[src/rtl/regbank_pkg.sv]
// Shared constants and types for the MIPS register bank and the write-register selector.
package regbank_pkg;

    localparam int unsigned REG_ADDR_W = 5;
    localparam int unsigned REG_DATA_W = 32;

    localparam int unsigned REG_ZERO = 0;
    localparam int unsigned REG_SP   = 29;
    localparam int unsigned REG_RA   = 31;
    localparam int unsigned SP_RESET = 227;

    typedef logic [REG_ADDR_W-1:0] reg_idx_t;
    typedef logic [REG_DATA_W-1:0] word_t;

endpackage

[src/rtl/reg_read_port.sv]
// One registered read port: zero/bypass mux feeding a load-enabled operand register.
module reg_read_port
    import regbank_pkg::*;
#(
    parameter int unsigned DATA_W = REG_DATA_W,
    parameter int unsigned ADDR_W = REG_ADDR_W
) (
    input  logic              clk_i,
    input  logic              rst_i,
    input  logic [DATA_W-1:0] row_i,
    input  logic              we_i,
    input  logic [ADDR_W-1:0] waddr_i,
    input  logic [DATA_W-1:0] wdata_i,
    input  logic [ADDR_W-1:0] raddr_i,
    input  logic              load_i,
    output logic [DATA_W-1:0] data_o
);

    logic [DATA_W-1:0] value_d;
    logic [DATA_W-1:0] data_q;

    // Index 0 reads zero even when it is being written; otherwise write-first bypass.
    always_comb begin
        value_d = row_i;
        if (raddr_i == ADDR_W'(REG_ZERO)) begin
            value_d = '0;
        end else if (we_i && (waddr_i == raddr_i)) begin
            value_d = wdata_i;
        end
    end

    // Operand register, captured only when load is asserted.
    always_ff @(posedge clk_i or posedge rst_i) begin
        if (rst_i) begin
            data_q <= '0;
        end else if (load_i) begin
            data_q <= value_d;
        end
    end

    assign data_o = data_q;

endmodule

[src/rtl/register_bank.sv]
// 32 x 32-bit register file with one write port and two registered read ports.
module register_bank
    import regbank_pkg::*;
#(
    parameter int unsigned DATA_W   = REG_DATA_W,
    parameter int unsigned ADDR_W   = REG_ADDR_W,
    parameter int unsigned SP_INDEX = REG_SP,
    parameter int unsigned SP_RESET = regbank_pkg::SP_RESET
) (
    input  logic              clk,
    input  logic              reset,
    input  logic              reg_write,
    input  logic [ADDR_W-1:0] write_reg,
    input  logic [DATA_W-1:0] write_data,
    input  logic [ADDR_W-1:0] read_reg1,
    input  logic [ADDR_W-1:0] read_reg2,
    input  logic              load_ab,
    output logic [DATA_W-1:0] read_data1,
    output logic [DATA_W-1:0] read_data2
);

    localparam int unsigned NumRegs = 2 ** ADDR_W;

    logic [DATA_W-1:0] regs_q [NumRegs];
    logic              wr_en;

    // Index 0 is never written, so it keeps its reset value of zero.
    assign wr_en = reg_write && (write_reg != ADDR_W'(REG_ZERO));

    // Register array: reset loads $sp, otherwise one write per cycle.
    always_ff @(posedge clk or posedge reset) begin
        if (reset) begin
            for (int unsigned i = 0; i < NumRegs; i++) begin
                regs_q[i] <= (i == SP_INDEX) ? DATA_W'(SP_RESET) : '0;
            end
        end else if (wr_en) begin
            regs_q[write_reg] <= write_data;
        end
    end

    reg_read_port #(
        .DATA_W (DATA_W),
        .ADDR_W (ADDR_W)
    ) u_port_a (
        .clk_i   (clk),
        .rst_i   (reset),
        .row_i   (regs_q[read_reg1]),
        .we_i    (reg_write),
        .waddr_i (write_reg),
        .wdata_i (write_data),
        .raddr_i (read_reg1),
        .load_i  (load_ab),
        .data_o  (read_data1)
    );

    reg_read_port #(
        .DATA_W (DATA_W),
        .ADDR_W (ADDR_W)
    ) u_port_b (
        .clk_i   (clk),
        .rst_i   (reset),
        .row_i   (regs_q[read_reg2]),
        .we_i    (reg_write),
        .waddr_i (write_reg),
        .wdata_i (write_data),
        .raddr_i (read_reg2),
        .load_i  (load_ab),
        .data_o  (read_data2)
    );

endmodule

[config.mk]
export PLATFORM = sky130hd
export DESIGN_NAME = register_bank
export DESIGN_NICKNAME = d
export VERILOG_FILES = /design/src/rtl/regbank_pkg.sv /design/src/rtl/reg_read_port.sv /design/src/rtl/register_bank.sv
export SDC_FILE = /design/constraint.sdc
export NUM_CORES = 2
export LEC_CHECK = 0
export ABC_AREA = 0
export ABC_CLOCK_PERIOD_IN_PS = 44100
export CORE_ASPECT_RATIO = 0.75
export CORE_MARGIN = 2
export CORE_UTILIZATION = 35
export DETAILED_ROUTE_END_ITERATION = 12
export GPL_TIMING_DRIVEN = 0
export HOLD_SLACK_MARGIN = 0.05
export PLACE_DENSITY_LB_ADDON = 0.15
export SETUP_SLACK_MARGIN = 0.5
export SLEW_MARGIN = 20
export SYNTH_ARGS = -nofsm -noshare
export SYNTH_HDL_FRONTEND = slang
export SYNTH_HIERARCHICAL = 1
export SYNTH_SLANG_ARGS = --single-unit
[constraint.sdc]
create_clock -name clk -period 44.1 [get_ports clk]
set_clock_uncertainty 0.1 [all_clocks]
set_input_delay 8.82 -clock clk [delete_from_list [all_inputs] [get_ports clk]]
set_output_delay 8.82 -clock clk [all_outputs]
set_load 0.05 [all_outputs]
Word level (Yosys, flattened, before mapping) --
Index checks and enable logic that the tools add are counted.
Word-level totals: bits in registers 1088, input port bits 51, output and inout port bits 64, logic and storage cells 63
Cells by class: magnitude comparators 4, eq/ne operators 2, muxes and demuxes 13, bitwise logic cells 3, reductions and logical operators 7
Operators by type and width (number):
- $bwmux W1024 | 1
- $bmux W32 S5 | 2
- $mux W32 | 9
- $demux W32 S5 | 1
- $ge A6 B6 Y1 const B | 3
- $not A5 Y6 | 3
- $eq A5 B5 Y1 | 2
- $logic_not A5 Y1 | 2
- $lt A6 B1 Y1 const B | 1
- $reduce_bool A5 Y1 | 1
- $logic_and A1 B1 Y1 | 4

Logic depth before layout (Yosys ltp) --
word-level depth 6, gate-level depth with buffers 10, depth with buffers taken out 7

Hierarchy --
Netlist, hierarchy kept.
Modules (own cells, without submodules):
- register_bank | instances 1, cells an instance 4602, area each 55946.2 um2, sequential area each 25630.8 um2
- reg_read_port | instances 2, cells an instance 193, area each 1983.2 um2, sequential area each 800.8 um2

Worst setup path after synthesis --
No wires, ideal clock.
path type input -> register, start input read_reg1[1], end register u_port_a.data_q[19], in the netlist u_port_a/data_o[19], library setup time 0.145 ns, data arrival time 10.148 ns, required time 43.855 ns, setup slack 33.706 ns, cell stages on the path 10, buffers on the path 4, cell sequence buf_2 > buf_4 > buf_2 > buf_2 > mux2i_1 > nand2_1 > a31oi_1 > nand3_1 > nand2_1 > o221ai_2
On the way: cells in the longest elaborated chain, start to end 6, elaborated cells on any way between the ends 9, those cells by class 1 x eq/ne; 5 x mux; 1 x bitwise; 2 x reduce/logical
RTL lines:
- start: declaration | line register_bank.sv:15 | input logic [ADDR_W-1:0] read_reg1,
- $not A5 Y6 (not written as such) | line register_bank.sv:47 | .row_i (regs_q[read_reg1]),
- $bmux W32 S5 | line register_bank.sv:47
- $mux W32 (not written as such) (2 in a row) | line register_bank.sv:47
- $mux W32 | line reg_read_port.sv:27 | end else if (we_i && (waddr_i == raddr_i)) begin
- $mux W32 * | line reg_read_port.sv:25 | if (raddr_i == ADDR_W'(REG_ZERO)) begin
- end signal: assignment | line reg_read_port.sv:37 | data_q <= value_d;
- end: declaration | line reg_read_port.sv:20 | logic [DATA_W-1:0] data_q;
Every way passes the cells marked *; elsewhere a longest branch is shown, timed or not. The select of a mux whose other input is x is not followed. A chain may end at the register's enable or synchronous reset.

Final worst setup path --
start input read_reg1[2], end register u_port_a.data_q[28], in the netlist u_port_a/data_o[28]
The elaborated chain is that of the path after synthesis.

==> summary.txt <==
Wire length of the first global-routing pass: 353400 um
ANT nets after route: 0
Final nets: 5290
Yosys warning total: 6
Synthesized area: 59910 um^2
Setup Buffers After CTS: 0
Hold_ws: 0.3829 ns
Net Count, Synth: 5039
Ports: 115
Most frequent cells in the layout: dfrtp_1 (1083), mux2i_1 (1024), mux2_2 (954), nand2_1 (274), clkbuf_1 (254)
Die H: 362.3 um
P&R area growth vs syn: 14.11%
Mapped Avg Cell Area: 12.01 um^2
CTS tree: yes
Worst EP required: 44.60 ns
Grt peak-use layer: met1
Power per cell area: 44.46 nW/um^2
Clock Sinks: 1088
Maxcap violations: 0
Critical path type: input pin to flop
Distinct cell type count after synthesis: 37
Final Setup Violations: 0
H-tree levels: 3
Crit Path Max Fanout: 10
Initial drt markers: 4990
Initial Utilization: 0.3525
Met2 Resource Use GR: 0.3980
#FFs+latches synth: 1088
Cts hold-fix bufs: 0
Synth area leaders: dfrtp_1 (45%), mux2_2 (18%), mux2i_1 (17%), a22oi_1 (2.4%), a22o_1 (1.9%)
Setup crit end kind: flop
Rel. slew slack: 0.1210
Worst-Margin Slew: 1.319 ns
Layout fillers: 16440
Hold WC Path Type: flop to flop
Met3 GRT Util: 0.08473
Core area: 170000 um^2
Via/cell ratio: 5.929
Initial antenna violation count: 12
Largest net degree at the start of global routing: 98
TritonRoute pass-1 iters: 8
Critical path's slowest cell: buf_1
Async SR Flop Fraction: 1.000
Vias: 45110
Share of layout cells above drive strength 1: 0.2864
CP Buf/Inv Count: 4
Most common cell after layout, fill and taps aside: dfrtp_1
Max clock buf depth: 3
Vias in the first global route: 43970
Congestion Overflow GR: 0
Synth top area share: 0.4523
Register area share after synthesis: 0.4545
Input/output buffers: 113
Crit path max-delay family: buffers and inverters
HPWL Detailed: 201300 um
Multi-input logic area: 29590 um^2
Die width: 481.7 um
Final cell utilization of the core: 0.4022
DIE AREA: 174500 um^2
CTS root buf: clkbuf_16
Final Routed Wirelength: 259000 um
Worst-Skew Late Latency: 0.76 ns
Final hold vios: 0
Crit-path max cell delay: 0.97 ns
Min Tclk post-route: 12.69 ns
Period utilisation layout: 0.2877
Post-synth top area cell: dfrtp_1
Max Transition Viols Final: 0
Row Count: 131
Status: complete, no violations
VDD IR-drop max: 0.03230 mV
Pleak: 31.28 nW
CP arrival: 13.19 ns
Met1 usage: 0.4262
Fmax: 0.07882 GHz
EDFF count, synth: 0
FF+latch area: 27230 um^2
Ys flop type: dfrtp_1
Crit path launch type: input pin
Wirelength per Cell: 34.04 um
RSZ-0062 raised after global routing: false
Clock Pin Slew Worst Setup and Hold Paths: 0.06 ns
DRC violation count after routing: 0
CP Cell Sequence: clkdlybuf4s50_1 -> nor2b_1 -> buf_2 -> buf_2 -> buf_1 -> a21oi_1 -> nand3_1 -> nand3_1 -> nand2_1 -> o221ai_2
Cell count after synthesis: 4988
TritonCTS buffer count: 116
Post-CTS sizing: 0
Gp weighted congestion: 0.9788
Tot GR Track Use: 0.2911
-- synth_stat cells, types with 2 or more instances --
cell type	count
dfrtp_1	1083
mux2i_1	1024
mux2_2	954
nand2_1	274
clkbuf_1	239
nand3_1	194
a21oi_1	192
a22oi_1	192
a22o_1	128
buf_2	115
buf_4	71
inv_1	67
buf_6	65
nor3_1	65
a31oi_1	64
nand4_1	64
o221ai_2	64
mux2_1	38
buf_1	27
nor2_4	16
xor2_1	8
and2_1	6
dfstp_2	5
nand2b_1	4
nand3b_1	4
nor2b_1	4
nor2_1	3
nor3b_2	3
or2_2	3
nor4_4	2
o21a_1	2
or4_1	2
xnor2_1	2
-- cell type report --
class / instances / area share
Multi-Input combinational cell: 3316 / 0.4328
Sequential cell: 1088 / 0.3983
Clock buffer: 183 / 0.05157
Buffer: 517 / 0.04191
Tap cell: 2261 / 0.04138
Timing Repair Buffer: 133 / 0.02385
Clock inverter: 34 / 0.006039
Inverter: 67 / 0.003788
Antenna cell: 9 / 0.0003294
-- registers in the layout (all words and copies together), names as in the netlist --
| signal | flops |
|---|---|
| u_port_b/data_o | 32 |
| regs_q | 1024 |
| u_port_a/data_o | 32 |
-- report_power, final --
group | total (W) | internal, W | switching (W)
Clock | 0.00104 | 0.000598 | 0.000441
Sequential | 0.00134 | 0.00119 | 0.000149
Combinational | 0.000665 | 0.000301 | 0.000364
-- final timing paths --
path                                    startpoint                               to  slack [ns]  cells after the start
setup / recovery                      read_reg1[2]  u_port_a/data_o[28]$_DFFE_PP0P_       31.41                     10
hold / removal             regs_q[993]$_DFFE_PP0P_          regs_q[993]$_DFFE_PP0P_        0.38                      1
setup reg to reg           regs_q[956]$_DFFE_PP0P_  u_port_a/data_o[28]$_DFFE_PP0P_       41.70                      7
hold reg to reg            regs_q[993]$_DFFE_PP0P_          regs_q[993]$_DFFE_PP0P_        0.38                      1
max in group asynchronous                    reset          regs_q[251]$_DFFE_PP0P_       32.04                      9
min in group asynchronous                    reset   u_port_a/data_o[2]$_DFFE_PP0P_        8.42                      2
-- kinds of logic (layout without fill, tap and decap cells) --
family | count (synthesis) | count (layout) | synth area share
AO/OA/AOI/OAI | 642 | 642 | 0.08178
XOR/XNOR | 10 | 10 | 0.001462
buffers and inverters | 584 | 934 | 0.05158
flip-flops | 1088 | 1088 | 0.4545
multiplexers | 2016 | 2016 | 0.3575
other | 0 | 9 | 0
AND/OR/NAND/NOR | 648 | 648 | 0.05311
-- worst reg2reg max path, stage by stage, from the launching register on --
cell      delay (ns)
dfrtp_1         0.37
mux2i_1         0.08
a22o_1          0.25
nor3_1          0.53
a31oi_1         0.09
nand3_1         0.57
nand2_1         0.16
o221ai_2        0.16
-- layer usage --
metal  vias to the layer above  routed length (um)
met1                     23720              119600
met3                       386               24690
met4                        10               11530
li1                      18910                   -
met5                         -                  64
met2                      2084              103100
-- stage by stage --
stage	total power, W	TNS [ns]	setup WS, ns	instance area, um^2	std cells
after detailed placement	0.002004	0	30.91	64370	7380
final	0.003040	0	31.41	68370	7608
after CTS	0.003043	0	31.73	68310	7597
after global placement	0.001984	-7974.47	-8.102	63870	7362
after global routing	0.003160	0	31.49	68340	7599
after floorplan	0.001764	0	6.372	59910	4988
Power figures use the tool's default switching activity.
